==> src/rtl/tw4_prog_loader_if.sv <==
// tw4_prog_loader_if: load stream and CPU fetch/reset signals of the TW4 program loader.
interface tw4_prog_loader_if #(parameter int ADDR_W = 6);
    logic              load_valid;
    logic [7:0]        load_data;
    logic              load_last;
    logic              load_ready;
    logic              reload;
    logic [ADDR_W-1:0] cpu_addr;
    logic [7:0]        cpu_data;
    logic              cpu_reset_n;
    logic              loading;
    logic [ADDR_W:0]   load_count;
    logic              load_err;

    modport slave (
        input  load_valid, load_data, load_last, reload, cpu_addr,
        output load_ready, cpu_data, cpu_reset_n, loading, load_count, load_err
    );

    modport master (
        output load_valid, load_data, load_last, reload, cpu_addr,
        input  load_ready, cpu_data, cpu_reset_n, loading, load_count, load_err
    );
endinterface

==> src/rtl/tw4_prog_loader.sv <==
// tw4_prog_loader: 64x8 program store filled from a byte stream, zero-padded, then served to the TW4 core.
module tw4_prog_loader #(
    parameter int DEPTH  = 64,
    parameter int ADDR_W = 6
) (
    input logic                clock,
    input logic                reset,
    tw4_prog_loader_if.slave   bus
);
    typedef enum logic [1:0] {S_LOAD, S_FILL, S_RUN} state_t;

    state_t            r_state;
    state_t            w_next;
    logic [ADDR_W-1:0] r_wr_ptr;
    logic [ADDR_W:0]   r_count;
    logic              r_cpu_reset_n;
    logic              r_err;
    logic [7:0]        r_mem [DEPTH];
    logic              w_accept;
    logic              w_fill;
    logic              w_at_end;

    assign w_accept = (r_state == S_LOAD) && bus.load_valid;
    assign w_fill   = (r_state == S_FILL);
    assign w_at_end = (r_wr_ptr == ADDR_W'(DEPTH - 1));

    always_comb begin
        w_next = r_state;
        case (r_state)
            S_LOAD:  w_next = !w_accept ? S_LOAD : w_at_end ? S_RUN : bus.load_last ? S_FILL : S_LOAD;
            S_FILL:  w_next = w_at_end ? S_RUN : S_FILL;
            default: w_next = bus.reload ? S_LOAD : S_RUN;
        endcase
    end

    always_ff @(posedge clock) begin
        if (!reset) begin
            r_state       <= S_LOAD;
            r_wr_ptr      <= '0;
            r_count       <= '0;
            r_cpu_reset_n <= 1'b0;
            r_err         <= 1'b0;
        end else begin
            r_state       <= w_next;
            r_cpu_reset_n <= (w_next == S_RUN);
            if (w_accept || w_fill)
                r_wr_ptr <= r_wr_ptr + ADDR_W'(1);
            if (w_accept)
                r_count <= r_count + (ADDR_W + 1)'(1);
            // reload wins over a stray byte offered on the same edge
            if (r_state == S_RUN) begin
                if (bus.reload) begin
                    r_wr_ptr <= '0;
                    r_count  <= '0;
                    r_err    <= 1'b0;
                end else if (bus.load_valid) begin
                    r_err <= 1'b1;
                end
            end
        end
    end

    // contents deliberately survive reset so an aborted load leaves its partial image
    always_ff @(posedge clock) begin
        if (reset && (w_accept || w_fill))
            r_mem[r_wr_ptr] <= w_fill ? 8'h00 : bus.load_data;
    end

    assign bus.cpu_data    = r_mem[bus.cpu_addr];
    assign bus.load_ready  = (r_state == S_LOAD);
    assign bus.loading     = (r_state != S_RUN);
    assign bus.cpu_reset_n = r_cpu_reset_n;
    assign bus.load_count  = r_count;
    assign bus.load_err    = r_err;
endmodule

==> src/flat_wrapper.sv <==
// flat-port wrapper written by rule: the top's interface ports become plain ports
module tw4_prog_loader_flat 
#(
    parameter int DEPTH  = 64,
    parameter int ADDR_W = 6
)
  (clock, reset, bus_load_valid, bus_load_data, bus_load_last, bus_reload, bus_cpu_addr, bus_load_ready, bus_cpu_data, bus_cpu_reset_n, bus_loading, bus_load_count, bus_load_err);
  tw4_prog_loader_if #(.ADDR_W(ADDR_W)) bus_i ();
  input logic clock;
  input logic reset;
  input wire logic [$bits(bus_i.load_valid)-1:0] bus_load_valid;
  input wire logic [$bits(bus_i.load_data)-1:0] bus_load_data;
  input wire logic [$bits(bus_i.load_last)-1:0] bus_load_last;
  input wire logic [$bits(bus_i.reload)-1:0] bus_reload;
  input wire logic [$bits(bus_i.cpu_addr)-1:0] bus_cpu_addr;
  output wire logic [$bits(bus_i.load_ready)-1:0] bus_load_ready;
  output wire logic [$bits(bus_i.cpu_data)-1:0] bus_cpu_data;
  output wire logic [$bits(bus_i.cpu_reset_n)-1:0] bus_cpu_reset_n;
  output wire logic [$bits(bus_i.loading)-1:0] bus_loading;
  output wire logic [$bits(bus_i.load_count)-1:0] bus_load_count;
  output wire logic [$bits(bus_i.load_err)-1:0] bus_load_err;
  assign bus_i.load_valid = bus_load_valid;
  assign bus_i.load_data = bus_load_data;
  assign bus_i.load_last = bus_load_last;
  assign bus_i.reload = bus_reload;
  assign bus_i.cpu_addr = bus_cpu_addr;
  assign bus_load_ready = bus_i.load_ready;
  assign bus_cpu_data = bus_i.cpu_data;
  assign bus_cpu_reset_n = bus_i.cpu_reset_n;
  assign bus_loading = bus_i.loading;
  assign bus_load_count = bus_i.load_count;
  assign bus_load_err = bus_i.load_err;
  tw4_prog_loader #(.DEPTH(DEPTH), .ADDR_W(ADDR_W)) u_core (.clock(clock), .reset(reset), .bus(bus_i));
endmodule
==> config.mk <==
export PLATFORM = sky130hd
export DESIGN_NAME = tw4_prog_loader_flat
export DESIGN_NICKNAME = d
export VERILOG_FILES = /design/src/rtl/tw4_prog_loader_if.sv /design/src/rtl/tw4_prog_loader.sv /design/src/flat_wrapper.sv
export SDC_FILE = /design/constraint.sdc
export NUM_CORES = 1
export LEC_CHECK = 0
export CORE_MARGIN = 3
export CORE_UTILIZATION = 41
export DETAILED_ROUTE_END_ITERATION = 12
export PLACE_DENSITY = 0.68
export SLEW_MARGIN = 5
export SYNTH_ARGS = -nofsm -noshare
export SYNTH_HDL_FRONTEND = slang
export SYNTH_SLANG_ARGS = --single-unit
==> constraint.sdc <==
create_clock -name clock -period 2.2 [get_ports clock]
set_input_delay 0.33 -clock clock [delete_from_list [all_inputs] [get_ports clock]]
set_output_delay 0.33 -clock clock [all_outputs]
set_load 0.02 [all_outputs]
==> run_results.csv, run 1 <==
group,metric,value,unit
sta,max_freq,354,MHz
placement,dp_cells,1859,
sta,clock_skew,20.0,ps
synth,ys.flop_type,"edfxtp_1",
route,routed_via_density,5.54,
sta,finalHoldViolCount,0,
die,rows,81,
synth,ys_types,45,
clocking,cts.reportedPaths.clkPinSlew,70,ps
synth,synthArstFlopShare,0,%
synth,synth-seq-area-share,76.3,%
pwr,p_leak,8.43,nW
pwr,power,22.1,mW
finish,fill_cells,3852,
sta,slew_viol_final,0,
grt,grtUsageTotal,18.6,%
sta,rsz0062_at_grt,"yes",
route,drc,0,
setup_path,arrival,2500,ps
grt,grt_start_max_net_pins,65,
finish,nets,1271,
synth,syn_avg_cell_area,20.3,sq um
sta,setup_ws,-628,ps
synth,synth_edf_count,512,
die,start_util,41.8,%
die,dieHeight,230,um
placement,dpl_cell_area,23400,sq um
sta,final.min_clock_period,2830,ps
route,vias,10800,
route,dr.pass1.iters,5,
die,die-area,53000,sq um
synth,syn-num-nets,1035,
synth,syn-cell-area,20600,sq um
die,core-area,49300,sq um
worst_hold_path,hp-class,"in -> reg",
placement,io_buffer_count,37,
clocking,cts-buffers-inserted,53,
route,drt-total-wl,48.8,mm
finish,syn2layout_area_growth,24.6,%
sta,setup_viol,8,
setup_path,worstPathMaxFanout,1,
run_status,run_status,"finished, violations left",
route,wl_per_cell,24.9,um
flow_run,cap_violations,0,
setup_path,worstSetupEndpointType,"output port",
die,ios,38,
grt,grt_pass1_wl,72.7,mm
finish,design_area,25700,sq um
clocking,cts_root_buffer,"clkbuf_16",
synth,ys_warn_count,0,
grt,antenna_found_initial,0,
run_status,violations,"negative setup slack",
pwr,ir_drop,0.000548,V
setup_path,crit_required,1870,ps
worst_hold_path,hold_depth,3,
finish,instances_no_fill,1956,
placement,place_ws,-1040,ps
grt,grt-ovfl-total,0,
setup_path,ff2ff_path_depth,7,
pwr,powerDensity,861,nW/um^2
finish,antenna_cells,0,
route,drt-initial-drc-count,1075,
clocking,clock-sinks,529,
sta,max_slew_margin,62.4,%
sta,min_period_over_period,129,%
clocking,clockBufferDepth,3,
finish,drive_above_1_share,37.2,%
grt,grt_pass1_vias,11100,
setup_path,start_kind,"register",
sta,whs,435,ps
setup_path,worstSetupPathType,"reg -> out",
setup_path,r2r_setup_slack,280,ps
placement,hpwl,30.4,mm
synth,ys_ff_latch,529,
route,final_antenna_net_count,0,
clocking,cts_tree,"built",
placement,finalWeightedCongestion,0.819,
synth,synth_cells,1014,
die,chipWidth,230,um
clocking,cts_max_level,2,
clocking,worstSkewPairLatency,600,ps
sta,tightest_slew,563,ps
## power by group
part | switching (mW) | internal, mW
registers | 0.0210 | 11.1
clock network | 3.72 | 5.72
logic | 0.841 | 0.662
## area by class of cell
| type | instances | area, sq um | area share, % |
|---|---|---|---|
| Clock inverter | 33 | 414 | 1.61 |
| Sequential cell | 529 | 15700 | 61.2 |
| Tap cell | 664 | 831 | 3.23 |
| Inverter | 4 | 15.0 | 0.0585 |
| Clock buffer | 64 | 1440 | 5.61 |
| Multi-Input combinational cell | 428 | 4950 | 19.3 |
| Timing Repair Buffer | 234 | 2320 | 9.02 |
## sequential cells by signal, summed over array words and instances (netlist names)
name,flops
u_core.bus.load_count,7
u_core.r_wr_ptr,6
u_core.r_mem,512
u_core.r_state,2
u_core.bus.load_err,1
u_core.bus.cpu_reset_n,1
## critical path: stages (launching register included)
cell	delay, ps
edfxtp_1	370
mux4_2	540
nor2b_4	170
a2111oi_4	340
nor3_2	90
a22o_1	250
buf_6	140
## timing repair
action | 4_1_cts | 5_1_grt
pin swaps | 14 | 14
hold buffers | 0 | 0
setup buffers | 0 | 0
resized for setup | 94 | 25
endpoints found under the setup margin | 9 | 8
cloned | 2 | 0
## layer usage
layer,vias up,track usage [%],routed length (um)
met4,0,5.12,1180
met5,-,0,0
li1,4666,-,-
met1,5662,25.5,19700
met3,87,4.68,4350
met2,431,29.8,23500
## final timing paths
path | end | startpoint
worst max-delay path | bus_cpu_data[2] | u_core.r_mem[3][2]
worst min-delay path | u_core.r_state[0] | bus_load_last
worst max register to register | u_core.r_mem[5][7] | u_core.r_state[0]
worst min register to register | u_core.bus.load_err | u_core.bus.load_err
## cell usage after synthesis, types with 8 or more instances
cell / count / area share, %
o221ai_1: 8 / 0.34
and2_1: 11 / 0.33
clkbuf_1: 24 / 0.44
dfxtp_1: 17 / 1.7
nor2_1: 92 / 1.7
o22ai_1: 18 / 0.55
buf_2: 14 / 0.34
nand3_1: 22 / 0.53
a31oi_1: 11 / 0.33
mux2i_1: 11 / 0.53
edfxtp_1: 512 / 75
a22oi_1: 8 / 0.29
mux4_2: 128 / 14
nor2b_1: 11 / 0.33
nand2_1: 29 / 0.53
## through the flow
step / TNS [ps] / utilization, %
after floorplan: 0 / -
after global placement: -16650 / 47.5
after detailed placement: -21260 / 47.5
after CTS: -4100 / 51.9
after global routing: -4380 / 52.1
final: -3780 / 52.1
## cells in the final DEF (no fill, tap or decap), drive strengths merged, types with 7 or more instances in the layout
cell type | synthesis | layout
edfxtp | 512 | 512
nor2b | 11 | 11
clkbuf | 25 | 65
a31oi | 11 | 11
and2 | 11 | 11
nand3 | 22 | 22
mux4 | 128 | 128
nand2b | 7 | 7
o22ai | 18 | 18
nand2 | 29 | 29
buf | 28 | 205
o21ai | 11 | 11
clkinv | 0 | 18
dfxtp | 17 | 17
bufinv | 0 | 9
mux2i | 11 | 11
a22oi | 8 | 8
o221ai | 8 | 8
clkdlybuf4s50 | 0 | 25
nor2 | 92 | 92
## kinds of logic (layout without fill, tap and decap cells)
family	count (synthesis)	in the layout	synth area share (%)
xor gates and xnor gates	11	11	0.467
and+or+nand+nor	194	194	4.33
buffers and inverters	57	335	1.48
adders and majority gates	2	2	0.121
DFF	529	529	76.3
AOI/OAI and AO/OA	81	81	2.77
muxes	140	140	14.6
Power figures use the tool's default switching activity.
==> inputs of run 2 (changes only) <==
--- a/config.mk
+++ b/config.mk
@@ -5,10 +5,13 @@
 export SDC_FILE = /design/constraint.sdc
 export NUM_CORES = 1
 export LEC_CHECK = 0
+export CELL_PAD_IN_SITES_DETAIL_PLACEMENT = 0
+export CELL_PAD_IN_SITES_GLOBAL_PLACEMENT = 1
+export CORE_ASPECT_RATIO = 1.5
 export CORE_MARGIN = 3
 export CORE_UTILIZATION = 41
 export DETAILED_ROUTE_END_ITERATION = 12
-export PLACE_DENSITY = 0.68
+export PLACE_DENSITY = 0.74
 export SLEW_MARGIN = 5
 export SYNTH_ARGS = -nofsm -noshare
 export SYNTH_HDL_FRONTEND = slang
==> run 2 against run 1 <==
  * The run still ends with negative setup slack left
  * Largest power group unchanged
  * Worst hold slack worse by 5.8 ps
  * Clock-buffer cell count decreased by 4
  * Maximum frequency up 6.5%
  * Wire length up 0.76%
  * Sequential power about the same
  * Non-clock buffer count decreased by 14
==> run_results.csv, run 2 (synthesis gave the netlist of run 1 again) <==
group,metric,value,unit
run_status,run_status,"finished, violations left",
run_status,violations,"negative setup slack",
grt,grt_pass1_wl,73.1,mm
flow_run,cap_violations,0,
die,rows,100,
sta,setup_viol,8,
route,drt-total-wl,49.1,mm
finish,instances_no_fill,1927,
finish,nets,1253,
route,dr.pass1.iters,5,
clocking,cts.reportedPaths.clkPinSlew,60,ps
setup_path,worstPathMaxFanout,1,
finish,largest_reg_flops,512,
sta,setup_ws,-455,ps
die,dieHeight,281,um
die,die-area,53000,sq um
clocking,cts_tree,"built",
sta,finalHoldViolCount,0,
sta,slew_viol_final,0,
setup_path,cp_num_buf_inv,2,
finish,design_area,25100,sq um
setup_path,reg2reg_from,"u_core.r_state[0]",
setup_path,cp_top_family,"compound AO/OA/AOI/OAI gates",
worst_hold_path,hold_depth,3,
clocking,clockBufferDepth,3,
sta,rsz0062_at_grt,"yes",
route,wl_per_cell,25.5,um
setup_path,ff2ff_path_depth,7,
worst_hold_path,worstHoldStart,"bus_load_last",
setup_path,crit_required,1870,ps
grt,grt-ovfl-total,0,
route,routed_via_density,5.50,
clocking,clock-sinks,529,
setup_path,r2r_setup_slack,240,ps
placement,dp_cells,1842,
setup_path,crit_chain,"mux4_2 > o221ai_1 > o21ai_1 > buf_4 > a32o_2 > buf_6",
pwr,ir_drop,0.000628,V
grt,grt_pass1_vias,11100,
placement,finalWeightedCongestion,0.852,
die,chipWidth,189,um
setup_path,r2r_end,"u_core.r_mem[45][1]",
setup_path,arrival,2320,ps
placement,hpwl,32.1,mm
grt,grtUsageTotal,18.7,%
sta,min_period_over_period,121,%
setup_path,critPathSlowestCell,"mux4_2",
setup_path,critical_path.max_stage_delay,480,ps
finish,drive_above_1_share,35.1,%
die,core-area,49700,sq um
setup_path,worstSetupPathType,"reg -> out",
finish,layout_commonest_cell,"edfxtp_1",
setup_path,worstSetupEndpointType,"output port",
sta,max_freq,377,MHz
clocking,cts-buffers-inserted,49,
die,start_util,41.5,%
sta,max_slew_margin,54.8,%
grt,antenna_found_initial,0,
pwr,powerDensity,837,nW/um^2
clocking,worstSkewPairLatency,580,ps
worst_hold_path,hold_end,"u_core.r_state[0]",
placement,dpl_cell_area,23200,sq um
finish,final_cell_mix,"512 x edfxtp_1, 159 x buf_4, 128 x mux4_2",
setup_path,start_kind,"register",
sta,clock_skew,20.3,ps
route,final_antenna_net_count,0,
die,ios,38,
worst_hold_path,hp-class,"in -> reg",
clocking,cts_root_buffer,"clkbuf_16",
route,drt-initial-drc-count,1162,
pwr,p_leak,8.11,nW
grt,grt_start_max_net_pins,65,
finish,antenna_cells,0,
finish,max_flop_register,"u_core.r_mem",
placement,io_buffer_count,37,
route,vias,10600,
clocking,cts_max_level,2,
sta,final.min_clock_period,2650,ps
route,drc,0,
finish,syn2layout_area_growth,21.8,%
sta,tightest_slew,677,ps
-- run 2: area by class of cell --
type / count / area [sq um]
Inverter: 4 / 15.0
Multi-Input combinational cell: 428 / 4910
Timing Repair Buffer: 220 / 2060
Sequential cell: 529 / 15700
Fill cell: 3939 / 24600
Clock buffer: 60 / 1270
Clock inverter: 23 / 309
Tap cell: 663 / 830
-- run 2: worst max-delay path by stage --
stage	slack, ps	depth (start not counted)	to	startpoint
after floorplan	3	7	bus_cpu_data[6]	bus_cpu_addr[1]
after global routing	-530	6	bus_cpu_data[7]	u_core.r_mem[3][7]
after detailed placement	-1020	7	bus_cpu_data[7]	bus_cpu_addr[0]
after CTS	-540	6	bus_cpu_data[4]	u_core.r_mem[7][4]
final	-450	6	bus_cpu_data[6]	u_core.r_mem[12][6]
after global placement	-1060	7	bus_cpu_data[7]	bus_cpu_addr[0]
-- run 2: where the power goes --
part | internal (mW) | switching, mW
Combinational | 0.617 | 0.816
Clock | 4.82 | 3.60
Sequential | 11.1 | 0.0221
Total | 16.6 | 4.44
-- run 2: layer usage --
metal / share of wire, % / global-route usage (%) / vias to the layer above
met2: 53 / 33.6 / 353
met1: 36 / 22.0 / 5533
met4: 5.3 / 9.17 / 0
met5: 0 / 0 / -
li1: - / - / 4599
met3: 5.4 / 2.67 / 108
-- run 2: stage by stage --
stage / setup WS (ps) / utilization, % / hold WS (ps) / power, mW / TNS, ps
floorplan: 3.34 / - / 452 / 12.1 / 0
global placement: -1060 / 46.7 / 493 / 12.7 / -23090
detailed placement: -1020 / 46.7 / 498 / 12.7 / -24320
CTS: -536 / 50.3 / 422 / 21.2 / -3880
global route: -530 / 50.5 / 444 / 21.7 / -3820
finish: -455 / 50.5 / 429 / 21.0 / -3210
-- run 2: tightest hold or removal path, cell delays in order --
cell and delay, ps:
clkdlybuf4s50_1 480, o22ai_1 80, nor2_1 70
-- run 2: repair_timing --
action                     CTS  global route
setup endpoints to repair    8             9
buffers inserted             3             0
hold buffers                 0             0
pin swaps                   16            14
gates resized for setup     85            25
==> inputs of run 3 (changes only) <==
--- a/config.mk
+++ b/config.mk
@@ -10,6 +10,7 @@
 export CORE_ASPECT_RATIO = 1.5
 export CORE_MARGIN = 3
 export CORE_UTILIZATION = 41
+export CTS_BUF_LIST = sky130_fd_sc_hd__clkbuf_8 sky130_fd_sc_hd__clkbuf_16
 export DETAILED_ROUTE_END_ITERATION = 12
 export PLACE_DENSITY = 0.74
 export SLEW_MARGIN = 5
==> run 3 against run 2 <==
  * The run still ends with negative setup slack left
  * Critical endpoint unchanged
  * Highest routed layer unchanged
  * Via count barely moved
  * Sequential power is essentially flat
  * Critical path depth is the same
  * Worst hold slack worse by 2.0 ps
==> run_results.csv, run 3 (synthesis gave the netlist of run 1 again) <==
group,metric,value,unit
run_status,run_status,"finished, violations left",
run_status,violations,"negative setup slack",
pwr,powerDensity,836,nW/um^2
route,final_antenna_net_count,0,
sta,min_period_over_period,121,%
grt,grt_pass1_wl,73.1,mm
route,drt-total-wl,49.0,mm
finish,nets,1253,
worst_hold_path,worstHoldStart,"bus_load_last",
clocking,ctsHoldBuffers,0,
die,rows,100,
clocking,cts-buffers-inserted,49,
clocking,clock-sinks,529,
finish,syn2layout_area_growth,21.8,%
clocking,cts_tree,"built",
die,start_util,41.5,%
finish,final_cell_mix,"512 x edfxtp_1, 159 x buf_4, 128 x mux4_2",
die,core-area,49700,sq um
clocking,cts_root_buffer,"clkbuf_16",
sta,rsz0062_at_grt,"yes",
finish,drive_above_1_share,35.1,%
worst_hold_path,hp-class,"in -> reg",
route,wl_per_cell,25.4,um
placement,hpwl,32.1,mm
clocking,worstSkewPairLatency,580,ps
pwr,p_leak,8.16,nW
die,chipWidth,189,um
sta,setup_viol,8,
sta,slew_viol_final,0,
grt,grt_pass1_vias,11100,
finish,largest_reg_flops,512,
sta,max_freq,377,MHz
grt,antenna_found_initial,0,
finish,design_area,25100,sq um
sta,tightest_slew,649,ps
die,dieHeight,281,um
sta,clock_skew,17.7,ps
grt,grtUsageTotal,18.7,%
sta,setup_ws,-455,ps
flow_run,cap_violations,0,
die,ios,38,
sta,finalHoldViolCount,0,
route,vias,10600,
grt,grt-ovfl-total,0,
clocking,cts.reportedPaths.clkPinSlew,60,ps
setup_path,reg2reg_from,"u_core.r_state[0]",
setup_path,crit_path_start,"u_core.r_mem[12][6]",
clocking,cts_max_level,2,
finish,layout_commonest_cell,"edfxtp_1",
placement,finalWeightedCongestion,0.852,
placement,dpl_cell_area,23200,sq um
setup_path,r2r_setup_slack,240,ps
setup_path,worstPathMaxFanout,1,
grt,grt_start_max_net_pins,65,
sta,max_slew_margin,56.6,%
pwr,ir_drop,0.000634,V
setup_path,arrival,2330,ps
route,drc,0,
die,die-area,53000,sq um
setup_path,worstSetupPathType,"reg -> out",
finish,max_flop_register,"u_core.r_mem",
clocking,clockBufferDepth,3,
setup_path,start_kind,"register",
placement,io_buffer_count,37,
setup_path,worstSetupEndpointType,"output port",
route,drt-initial-drc-count,1168,
finish,antenna_cells,0,
setup_path,r2r_end,"u_core.r_mem[45][1]",
worst_hold_path,hold_depth,3,
worst_hold_path,hold_end,"u_core.r_state[0]",
route,dr.pass1.iters,5,
setup_path,ff2ff_path_depth,7,
route,routed_via_density,5.50,
sta,whs,427,ps
sta,final.min_clock_period,2660,ps
setup_path,crit_required,1870,ps
[run 3: worst max path at each step]
stage,endpoint,cells past startpoint
finish,bus_cpu_data[6],6
CTS,bus_cpu_data[4],6
floorplan,bus_cpu_data[6],7
global placement,bus_cpu_data[7],7
global route,bus_cpu_data[7],6
detailed placement,bus_cpu_data[7],7
[run 3: timing repair]
action / CTS / global route
gates cloned: 0 / 0
setup endpoints to repair: 8 / 9
buffers inserted: 3 / 0
pin swaps: 16 / 14
resized for setup: 85 / 25
[run 3: power by group]
part	total [mW]	leakage [nW]	internal [mW]	switching (mW)
Clock	8.39	0.804	4.77	3.62
Combinational	1.43	2.59	0.617	0.814
Sequential	11.2	4.77	11.1	0.0219
[run 3: through the flow]
stage / worst slack, ps / cells / total power, mW / TNS, ps / util (%)
3_3_place_gp: -1060 / 1842 / 12.7 / -23090 / 46.7
6_report: -455 / 1927 / 21.0 / -3200 / 50.5
5_1_grt: -530 / 1927 / 21.6 / -3820 / 50.5
4_1_cts: -536 / 1927 / 21.1 / -3880 / 50.3
2_1_floorplan: 3.34 / 1014 / 12.1 / 0 / -
3_5_place_dp: -1020 / 1842 / 12.7 / -24320 / 46.7
[run 3: routing by layer]
metal	GRT usage (%)	share of wire (%)
met2	33.6	53
met3	2.67	5.3
met1	22.0	36
met5	0	0
met4	9.17	5.4
[run 3: worst max-delay path, stage by stage (launching register included)]
cell and delay [ps]:
edfxtp_1 400, mux4_2 480, o221ai_1 170, o21ai_1 130
buf_4 170, a32o_2 260, buf_6 140
[run 3: area by class of cell]
class / count / area (sq um)
inverters: 4 / 15.0
repair buffers: 220 / 2060
flip-flops and latches: 529 / 15700
fillers: 3939 / 24600
clock inverters: 34 / 350
multi-input cells: 428 / 4910
well taps: 663 / 830
clock buffers: 49 / 1230
